--- config.mk ---
export PLATFORM = sky130hd
export DESIGN_NAME = lcd_host_sequencer_flat
export DESIGN_NICKNAME = d
export VERILOG_FILES = /design/src/rtl/lcd_pkg.sv /design/src/rtl/lcd_host_sequencer_if.sv /design/src/rtl/lcd_init_rom.sv /design/src/rtl/lcd_host_sequencer.sv /design/src/flat_wrapper.sv
export SDC_FILE = /design/constraint.sdc
export NUM_CORES = 1
export LEC_CHECK = 0
export CORE_ASPECT_RATIO = 0.8
export CORE_UTILIZATION = 35
export CTS_BUF_LIST = sky130_fd_sc_hd__clkbuf_16
export DETAILED_ROUTE_END_ITERATION = 10
export DONT_BUFFER_PORTS = 1
export PLACE_DENSITY_LB_ADDON = 0.05
export SKIP_CTS_REPAIR_TIMING = 1
export SLEW_MARGIN = 30
export SYNTH_ARGS = -nofsm -noshare
export SYNTH_HDL_FRONTEND = slang
export SYNTH_HIERARCHICAL = 1
export SYNTH_SLANG_ARGS = --single-unit
--- constraint.sdc ---
create_clock -name clk -period 1.4 [get_ports clk]
set_input_delay 0.28 -clock clk [delete_from_list [all_inputs] [get_ports clk]]
set_output_delay 0.28 -clock clk [all_outputs]
set_load 0.01 [all_outputs]
--- src/rtl/lcd_pkg.sv ---
// lcd_pkg: shared state encoding and HD44780 power-on command constants
// for the LCD host sequencer.
package lcd_pkg;

  typedef enum logic [2:0] {
    S_INIT,
    S_IDLE,
    S_SETUP,
    S_STROBE,
    S_RELEASE,
    S_DONE
  } state_t;

  localparam logic [7:0] LCD_CMD_FUNCSET = 8'h38;
  localparam logic [7:0] LCD_CMD_DISPON  = 8'h0C;
  localparam logic [7:0] LCD_CMD_CLEAR   = 8'h01;
  localparam logic [7:0] LCD_CMD_ENTRY   = 8'h06;

  localparam int LCD_INIT_LEN = 4;
  localparam int IDX_W        = 2;

  localparam logic [IDX_W-1:0] IDX_LAST =
    IDX_W'(LCD_INIT_LEN - 1);

endpackage

--- src/rtl/lcd_host_sequencer_if.sv ---
// lcd_host_sequencer_if: CPU-side request/response handshake
// (master = command logic, slave = sequencer).
interface lcd_host_sequencer_if;

  logic       req_valid;
  logic       req_ready;
  logic       req_rd;
  logic       req_rs;
  logic [7:0] req_data;
  logic       rsp_valid;
  logic [7:0] rsp_data;

  modport master (
    output req_valid, req_rd, req_rs, req_data,
    input  req_ready, rsp_valid, rsp_data
  );

  modport slave (
    input  req_valid, req_rd, req_rs, req_data,
    output req_ready, rsp_valid, rsp_data
  );

endinterface

--- src/rtl/lcd_init_rom.sv ---
// lcd_init_rom: combinational index-to-command lookup for the
// HD44780 power-on sequence.
module lcd_init_rom
  import lcd_pkg::*;
(
  input  logic [IDX_W-1:0] idx,
  output logic [7:0]       cmd
);

  always_comb begin
    cmd = 8'h00;
    unique case (idx)
      2'd0: cmd = LCD_CMD_FUNCSET;
      2'd1: cmd = LCD_CMD_DISPON;
      2'd2: cmd = LCD_CMD_CLEAR;
      2'd3: cmd = LCD_CMD_ENTRY;
    endcase
  end

endmodule

--- src/rtl/lcd_host_sequencer.sv ---
// lcd_host_sequencer: HD44780 bus initiator; power-on init, then host requests.
// Define LCD_HOST_TIMEOUT_EN to bound every RDY wait and report timeout_err.
module lcd_host_sequencer
  import lcd_pkg::*;
#(
  parameter int TIMEOUT_CYCLES = 4095,
  parameter int CNT_W          = 12,
  parameter int SETUP_CYCLES   = 1
) (
  input  logic                clk,
  input  logic                rst,
  lcd_host_sequencer_if.slave host,
  output logic                nCS,
  output logic                nWR,
  output logic                nRD,
  output logic                o_rs,
  output logic [7:0]          db_out,
  output logic                db_oe,
  input  logic [7:0]          db_in,
  input  logic                RDY,
  output logic                init_done,
  output logic                timeout_err
);

  if (SETUP_CYCLES < 1 || SETUP_CYCLES > 3 ||
      (1 << CNT_W) <= TIMEOUT_CYCLES) begin : g_cfg_err
    $error("lcd_host_sequencer: bad SETUP_CYCLES or CNT_W");
  end

  state_t           state;
  state_t           state_n;
  logic [IDX_W-1:0] idx;
  logic [7:0]       rom_cmd;
  logic             cyc_rd;
  logic             cyc_rs;
  logic [7:0]       cyc_data;
  logic [1:0]       setup_cnt;
  logic             setup_last;
  logic             tmo_hit;
  logic             to_flag;
  logic             ready;
  logic             rsp_v;
  logic [7:0]       rsp_d;

  lcd_init_rom u_rom (
    .idx (idx),
    .cmd (rom_cmd)
  );

  assign setup_last      = setup_cnt == 2'(SETUP_CYCLES - 1);
  assign o_rs            = cyc_rs;
  assign db_out          = cyc_data;
  assign host.req_ready  = ready;
  assign host.rsp_valid  = rsp_v;
  assign host.rsp_data   = rsp_d;

  always_ff @(posedge clk or posedge rst) begin
    if (rst) state <= S_INIT;
    else     state <= state_n;
  end

  always_comb begin
    state_n = state;
    ready   = 1'b0;
    nCS     = 1'b1;
    nWR     = 1'b1;
    nRD     = 1'b1;
    db_oe   = 1'b0;
    unique case (state)
      S_INIT:  state_n = S_SETUP;
      S_IDLE: begin
        ready = 1'b1;
        if (host.req_valid) state_n = S_SETUP;
      end
      S_SETUP: begin
        db_oe = !cyc_rd;
        if (setup_last) state_n = S_STROBE;
      end
      S_STROBE: begin
        nCS   = 1'b0;
        nWR   = cyc_rd;
        nRD   = !cyc_rd;
        db_oe = !cyc_rd;
        // stale RDY low on entry counts as the acknowledge
        if (!RDY)         state_n = S_RELEASE;
        else if (tmo_hit) state_n = S_DONE;
      end
      S_RELEASE: begin
        db_oe = !cyc_rd;
        if (RDY || tmo_hit) state_n = S_DONE;
      end
      S_DONE: begin
        if (!init_done && idx != IDX_LAST) state_n = S_INIT;
        else                               state_n = S_IDLE;
      end
      default: state_n = S_INIT;
    endcase
  end

  always_ff @(posedge clk or posedge rst) begin
    if (rst) begin
      idx       <= '0;
      cyc_rd    <= 1'b0;
      cyc_rs    <= 1'b0;
      cyc_data  <= 8'h00;
      setup_cnt <= 2'd0;
      rsp_v     <= 1'b0;
      rsp_d     <= 8'h00;
      init_done <= 1'b0;
    end else begin
      rsp_v     <= 1'b0;
      setup_cnt <= (state_n != state) ? 2'd0 : setup_cnt + 2'd1;
      if (state == S_INIT) begin
        cyc_rd   <= 1'b0;
        cyc_rs   <= 1'b0;
        cyc_data <= rom_cmd;
      end
      if (state == S_IDLE && host.req_valid) begin
        cyc_rd   <= host.req_rd;
        cyc_rs   <= host.req_rs;
        cyc_data <= host.req_data;
      end
      if (state == S_DONE) begin
        if (cyc_rd && !to_flag) begin
          rsp_v <= 1'b1;
          rsp_d <= db_in;
        end
        if (!init_done) begin
          if (idx == IDX_LAST) init_done <= 1'b1;
          else                 idx       <= idx + IDX_W'(1);
        end
      end
    end
  end

`ifdef LCD_HOST_TIMEOUT_EN
  logic [CNT_W-1:0] tmo_cnt;
  logic             waiting;
  logic             abort;

  assign waiting = state == S_STROBE || state == S_RELEASE;
  assign tmo_hit = waiting && tmo_cnt == CNT_W'(TIMEOUT_CYCLES - 1);
  assign abort   = tmo_hit && ((state == S_STROBE) ? RDY : !RDY);

  always_ff @(posedge clk or posedge rst) begin
    if (rst) begin
      tmo_cnt     <= '0;
      timeout_err <= 1'b0;
      to_flag     <= 1'b0;
    end else begin
      if (state_n != state) tmo_cnt <= '0;
      else if (waiting)     tmo_cnt <= tmo_cnt + CNT_W'(1);
      // to_flag marks the aborted cycle so DONE emits no response
      if (abort) begin
        timeout_err <= 1'b1;
        to_flag     <= 1'b1;
      end else if (state == S_DONE) begin
        to_flag <= 1'b0;
      end
    end
  end
`else
  assign tmo_hit     = 1'b0;
  assign to_flag     = 1'b0;
  assign timeout_err = 1'b0;
`endif

endmodule

--- src/flat_wrapper.sv ---
// flat-port wrapper written by rule: the top's interface ports become plain ports
module lcd_host_sequencer_flat import lcd_pkg::*;
#(
  parameter int TIMEOUT_CYCLES = 4095,
  parameter int CNT_W          = 12,
  parameter int SETUP_CYCLES   = 1
)
  (clk, rst, nCS, nWR, nRD, o_rs, db_out, db_oe, db_in, RDY, init_done, timeout_err, host_req_valid, host_req_rd, host_req_rs, host_req_data, host_req_ready, host_rsp_valid, host_rsp_data);
  lcd_host_sequencer_if host_i ();
  input  logic clk;
  input  logic rst;
  output logic nCS;
  output logic nWR;
  output logic nRD;
  output logic o_rs;
  output logic [7:0] db_out;
  output logic db_oe;
  input  logic [7:0] db_in;
  input  logic RDY;
  output logic init_done;
  output logic timeout_err;
  input wire logic [$bits(host_i.req_valid)-1:0] host_req_valid;
  input wire logic [$bits(host_i.req_rd)-1:0] host_req_rd;
  input wire logic [$bits(host_i.req_rs)-1:0] host_req_rs;
  input wire logic [$bits(host_i.req_data)-1:0] host_req_data;
  output wire logic [$bits(host_i.req_ready)-1:0] host_req_ready;
  output wire logic [$bits(host_i.rsp_valid)-1:0] host_rsp_valid;
  output wire logic [$bits(host_i.rsp_data)-1:0] host_rsp_data;
  assign host_i.req_valid = host_req_valid;
  assign host_i.req_rd = host_req_rd;
  assign host_i.req_rs = host_req_rs;
  assign host_i.req_data = host_req_data;
  assign host_req_ready = host_i.req_ready;
  assign host_rsp_valid = host_i.rsp_valid;
  assign host_rsp_data = host_i.rsp_data;
  lcd_host_sequencer #(.TIMEOUT_CYCLES(TIMEOUT_CYCLES), .CNT_W(CNT_W), .SETUP_CYCLES(SETUP_CYCLES)) u_core (.clk(clk), .rst(rst), .host(host_i), .nCS(nCS), .nWR(nWR), .nRD(nRD), .o_rs(o_rs), .db_out(db_out), .db_oe(db_oe), .db_in(db_in), .RDY(RDY), .init_done(init_done), .timeout_err(timeout_err));
endmodule
Word level (Yosys, flattened, before mapping)

Index checks and enable logic that the tools add are counted.
Widths: inputs -> output; s select.

Add/sub/neg operators: 2
Equal/unequal tests: 10
Muxes and demuxes: 22
Bitwise gates (word level): 2
Reduce and logical (&&, ||, !) cells: 11

Operators by type and width:

| operator            | count |
|---|---|
| $pmux 8 s4          | 1 |
| $pmux 3 s6          | 1 |
| $mux 8              | 2 |
| $mux 1              | 13 |
| $mux 3              | 4 |
| $eq 3x2->1 const B  | 2 |
| $eq 3x3->1 const B  | 2 |
| $add 2x1->2 const B | 2 |
| $eq 2x2->1 const B  | 2 |
| $logic_not 2->1     | 2 |
| $eq 3x1->1 const B  | 1 |
| $logic_not 3->1     | 1 |
| $ne 3x3->1          | 1 |
| $reduce_and 3->1    | 1 |
| $reduce_or 3->1     | 1 |
| $eq 2x1->1 const B  | 1 |
| $logic_and 1x1->1   | 2 |
| $logic_not 1->1     | 2 |
| $mux 2              | 1 |
| $ne 2x2->1 const B  | 1 |
| $not 1->1           | 2 |
| $reduce_and 2->1    | 1 |
| $reduce_bool 2->1   | 1 |

Register bits after elaboration: 27
Bits of input ports: 22
Output and inout port bits: 25
Logic and storage cells: 56

Longest topological paths before layout

Depth in word-level cells: 6
Gate-level depth with buffers: 5
Mapped depth without buffers: 4

Modules after synthesis

Netlist, hierarchy kept.

By module, submodules not included:

| module             | times used | cells each | area each (um2) | sequential area each (um2) |
|---|---|---|---|---|
| lcd_host_sequencer | 1          | 104        | 1241.2          | 675.6 |
| lcd_init_rom       | 1          | 9          | 50.0            | 0.0 |

Worst setup path before layout

Ideal clock, no wire load.

Kind: register -> output
Start: register u_core.state[0]
End: output nWR
Arrival time: 1.136 ns
Data required time: 1.120 ns
Slack: -0.016 ns
Cell stages (with the launch flop): 5
Path buffers: 1
Cells stage by stage: dfrtp_1 -> buf_4 -> nor2b_1 -> nand2_1 -> or2_2

Word-level cells in the longest chain between the ends: 2

Ends and longest elaborated chain:

| item                     | line                     | text |
|---|---|---|
| start: declaration       | lcd_host_sequencer.sv:30 | `state_t state;` |
| start signal: assignment | lcd_host_sequencer.sv:59 | `else state <= state_n;` |
| $eq 3x2->1               | lcd_host_sequencer.sv:69 | `unique case (state)` |
| $mux 1                   | lcd_host_sequencer.sv:69 |  |
| end: declaration         | flat_wrapper.sv:13       | `output logic nWR;` |

No other way between the ends.

Final worst setup path

Start: register u_core.state[1]
End: output db_oe

Word-level cells in the longest chain between the ends: 3
Elaborated cells between the ends (all ways): 5
Classes of those cells: eq/ne: 3; mux: 1; reduce/logical: 1

Ends and longest elaborated chain:

| item                                     | line                     | text |
|---|---|---|
| $eq 3x2->1 or $eq 3x3->1 (tied branches) | lcd_host_sequencer.sv:69 |  |
| $reduce_or 3->1 (no line) (*)            | --                       |  |
| $mux 1 (*)                               | --                       |  |
| end: declaration                         | flat_wrapper.sv:17       | `output logic db_oe;` |

Mark *: on every way between the ends. The rest lies on a longest branch, timed or not.

==> flow_summary.toml <==
[global_routing]
grt_pass1_wl_mm = 3.88
grt_pass1_vias = 810
grt.total_usage_pct = 12.9
grt-ovfl-total = 0
antenna_found_initial = 0
grt_max_degree = 28

[min_path]
worstHoldPathType = "input pin to async pin"

[final_layout]
antenna_cells = 0
fin_util_pct = 46.2
n_fill_cell = 339
final_nets = 155
area_growth_pct = 24.1
post-route-cell-area_mm2 = 0.00160
drive_above_1_share_pct = 38.5

[worst_setup_path]
critPathRequiredTime_ps = 1120
crit_fanout = 4
r2r_slack_ps = -90
setup.worst_path.class = "flip-flop to output port"
arrival_ps = 1320
cp-end-kind = "output port"
critPathLaunchType = "flip-flop"

[logic_synthesis]
synth_top_cell_by_area = "dfrtp_1"
ys.flop_type = "dfrtp_1"
ys_seq_area_share_pct = 52.3
ys_top_cells_by_area = "dfrtp_1 52%, mux2_2 7.8%, a22o_1 4.1%"
synth-seq-cells = 27
synthArstFlopShare_pct = 100
synth_top_area_share_pct = 52.3
ys_warn_count = 6
synth_area_per_cell_um2 = 11.4
synth_edf_count = 0
syn_area_mm2 = 0.00129
syn_inst = 113
ys_types = 34

[sta]
min_period_over_period_pct = 114
setup_viol = 23
finalClockSkew_ps = 3.07
hold_ws_ps = -35.2
slew_violations = 0
finalHoldViolCount = 27
layout_setup_ws_ps = -199
min_period_ps = 1600
max_freq_ghz = 0.625
rsz0062_at_grt = "yes"

[floorplan]
die_w_um = 69.9
core_area_mm2 = 0.00347
rows = 19
start_util_pct = 37.2
die_height_um = 56.3
die_area_mm2 = 0.00394
io_pins = 47

[clock_network]
cts.clk_slew.worst_paths_ps = 70
cts.path.max_buffers = 2
tritoncts = "done"
clock_sinks = 27
cts_buffers = 3
cts_root_buf = "clkbuf_16"
cts_max_level = 1
insertion_delay_ps = 260

[drt]
drc = 0
drt_first_iter_violations = 10
postRouteAntennaNets = 0
dr.pass1.iters = 3
post_drt_wl_per_cell_um = 14.5
via_count = 841
finalWirelength_mm = 2.50
via_per_inst = 4.89

[placement]
preCtsSetupSlack_ps = -32.4
place_area_mm2 = 0.00141
gp_congestion = 0.709
dpl.hpwl_mm = 1.74
port_buffers = 0

[power_and_ir_drop]
power_density_mw_per_mm2 = 2310
p_leak_nw = 0.751
vdd_drop_max_mv = 0.721

[run_status]
status = "complete, but fails checks"
violations = "negative hold slack, negative setup slack"

[run]
cap_violations = 0
-- cells by family after synthesis --
logic type	after synthesis	synth area share (%)
adders and majority gates	2	1.94
other	2	0.582
DFF	27	52.3
xor gates and xnor gates	1	0.678
and+or+nand+nor	26	12.3
AOI/OAI and AO/OA	25	13.9
muxes	13	10.9
buffers and inverters	17	7.36
-- cell usage after synthesis, drive strengths merged (2+ instances only) --
cell type	n
dfrtp	27
mux2	9
buf	8
inv	8
a22o	6
nand2	6
o21ai	6
nor2	5
a21o	4
a21oi	4
mux2i	4
and2	3
nand3	3
conb	2
ha	2
nand2b	2
nor2b	2
-- sequential cells by signal, summed over array words and instances (netlist names) --
| name | cells |
|---|---|
| u_core/init_done | 1 |
| u_core/setup_cnt | 2 |
| u_core/state | 3 |
| u_core/cyc_rd | 1 |
| u_core/host.rsp_valid | 1 |
| u_core/idx | 2 |
| u_core/o_rs | 1 |
| u_core/host.rsp_data | 8 |
| u_core/db_out | 8 |
-- cell type report --
| type | instances | area (µm²) | share of cell area, % |
|---|---|---|---|
| Sequential cell | 27 | 678 | 42.3 |
| Clock buffer | 3 | 75.1 | 4.68 |
| Tap cell | 42 | 52.6 | 3.28 |
| Timing Repair Buffer | 21 | 191 | 11.9 |
| Clock inverter | 1 | 7.51 | 0.468 |
| Multi-Input combinational cell | 70 | 568 | 35.4 |
| Inverter | 8 | 30.0 | 1.87 |
-- placed cells by master (no fill, tap or decap), types with 2 or more instances in the layout --
master and instances:
o21ai_1 5, and2_1 2, mux2_2 9, a22o_1 6, clkbuf_16 4, conb_1 3, buf_4 18, nor2_1 3
ha_1 2, dfrtp_2 2, nand2_1 6, a21oi_1 2, dfrtp_1 25, inv_1 8, a21oi_2 2, nand3_2 2
mux2i_1 4, a21o_1 4
-- metrics by stage --
step                instances  power, mW  hold WS, ps  setup TNS, ps
detailed placement        162       2.78          265          -32.4
CTS                       166       3.46        -23.1           -875
global placement          162       2.75          257          -5.73
floorplan                 114       2.34          333              0
finish                    172       3.71        -35.2          -1660
global route              172       3.98        0.972          -3080
-- worst max-delay path, stage by stage, from the launching register on --
cell	delay [ps]
dfrtp_2	430
or3b_4	390
a21oi_2	120
buf_4	120
-- worst paths after layout --
| check | startpoint | to | cells past startpoint |
|---|---|---|---|
| setup reg to reg | u_core/state[1]$_DFF_PP0_ | u_core/host.rsp_data[4]$_DFFE_PP0P_ | 4 |
| max in group asynchronous | rst | u_core/state[1]$_DFF_PP0_ | 2 |
| hold reg to reg | u_core/setup_cnt[0]$_DFF_PP0_ | u_core/setup_cnt[0]$_DFF_PP0_ | 1 |
| setup / recovery | u_core/state[1]$_DFF_PP0_ | db_oe | 3 |
| hold / removal | rst | u_core/host.rsp_data[0]$_DFFE_PP0P_ | 2 |
| min in group clk | host_req_data[4] | u_core/db_out[4]$_DFFE_PP0P_ | 2 |
-- power by group --
group	switching, mW	internal [mW]	leakage, nW	total (mW)
registers	0.333	1.10	0.334	1.44
clock network	0.262	0.388	0.0371	0.650
logic	0.697	0.924	0.380	1.62
total	1.29	2.42	0.751	3.71
-- layer usage --
| layer | up-vias | global-route usage [%] | share of wire, % |
|---|---|---|---|
| met5 | - | 0 | 0 |
| met4 | 0 | 3.43 | 1.0 |
| met3 | 4 | 5.92 | 7.5 |
| met2 | 28 | 19.4 | 44 |
| met1 | 396 | 16.7 | 48 |
| li1 | 413 | - | - |
(Power assumes the default switching activity.)
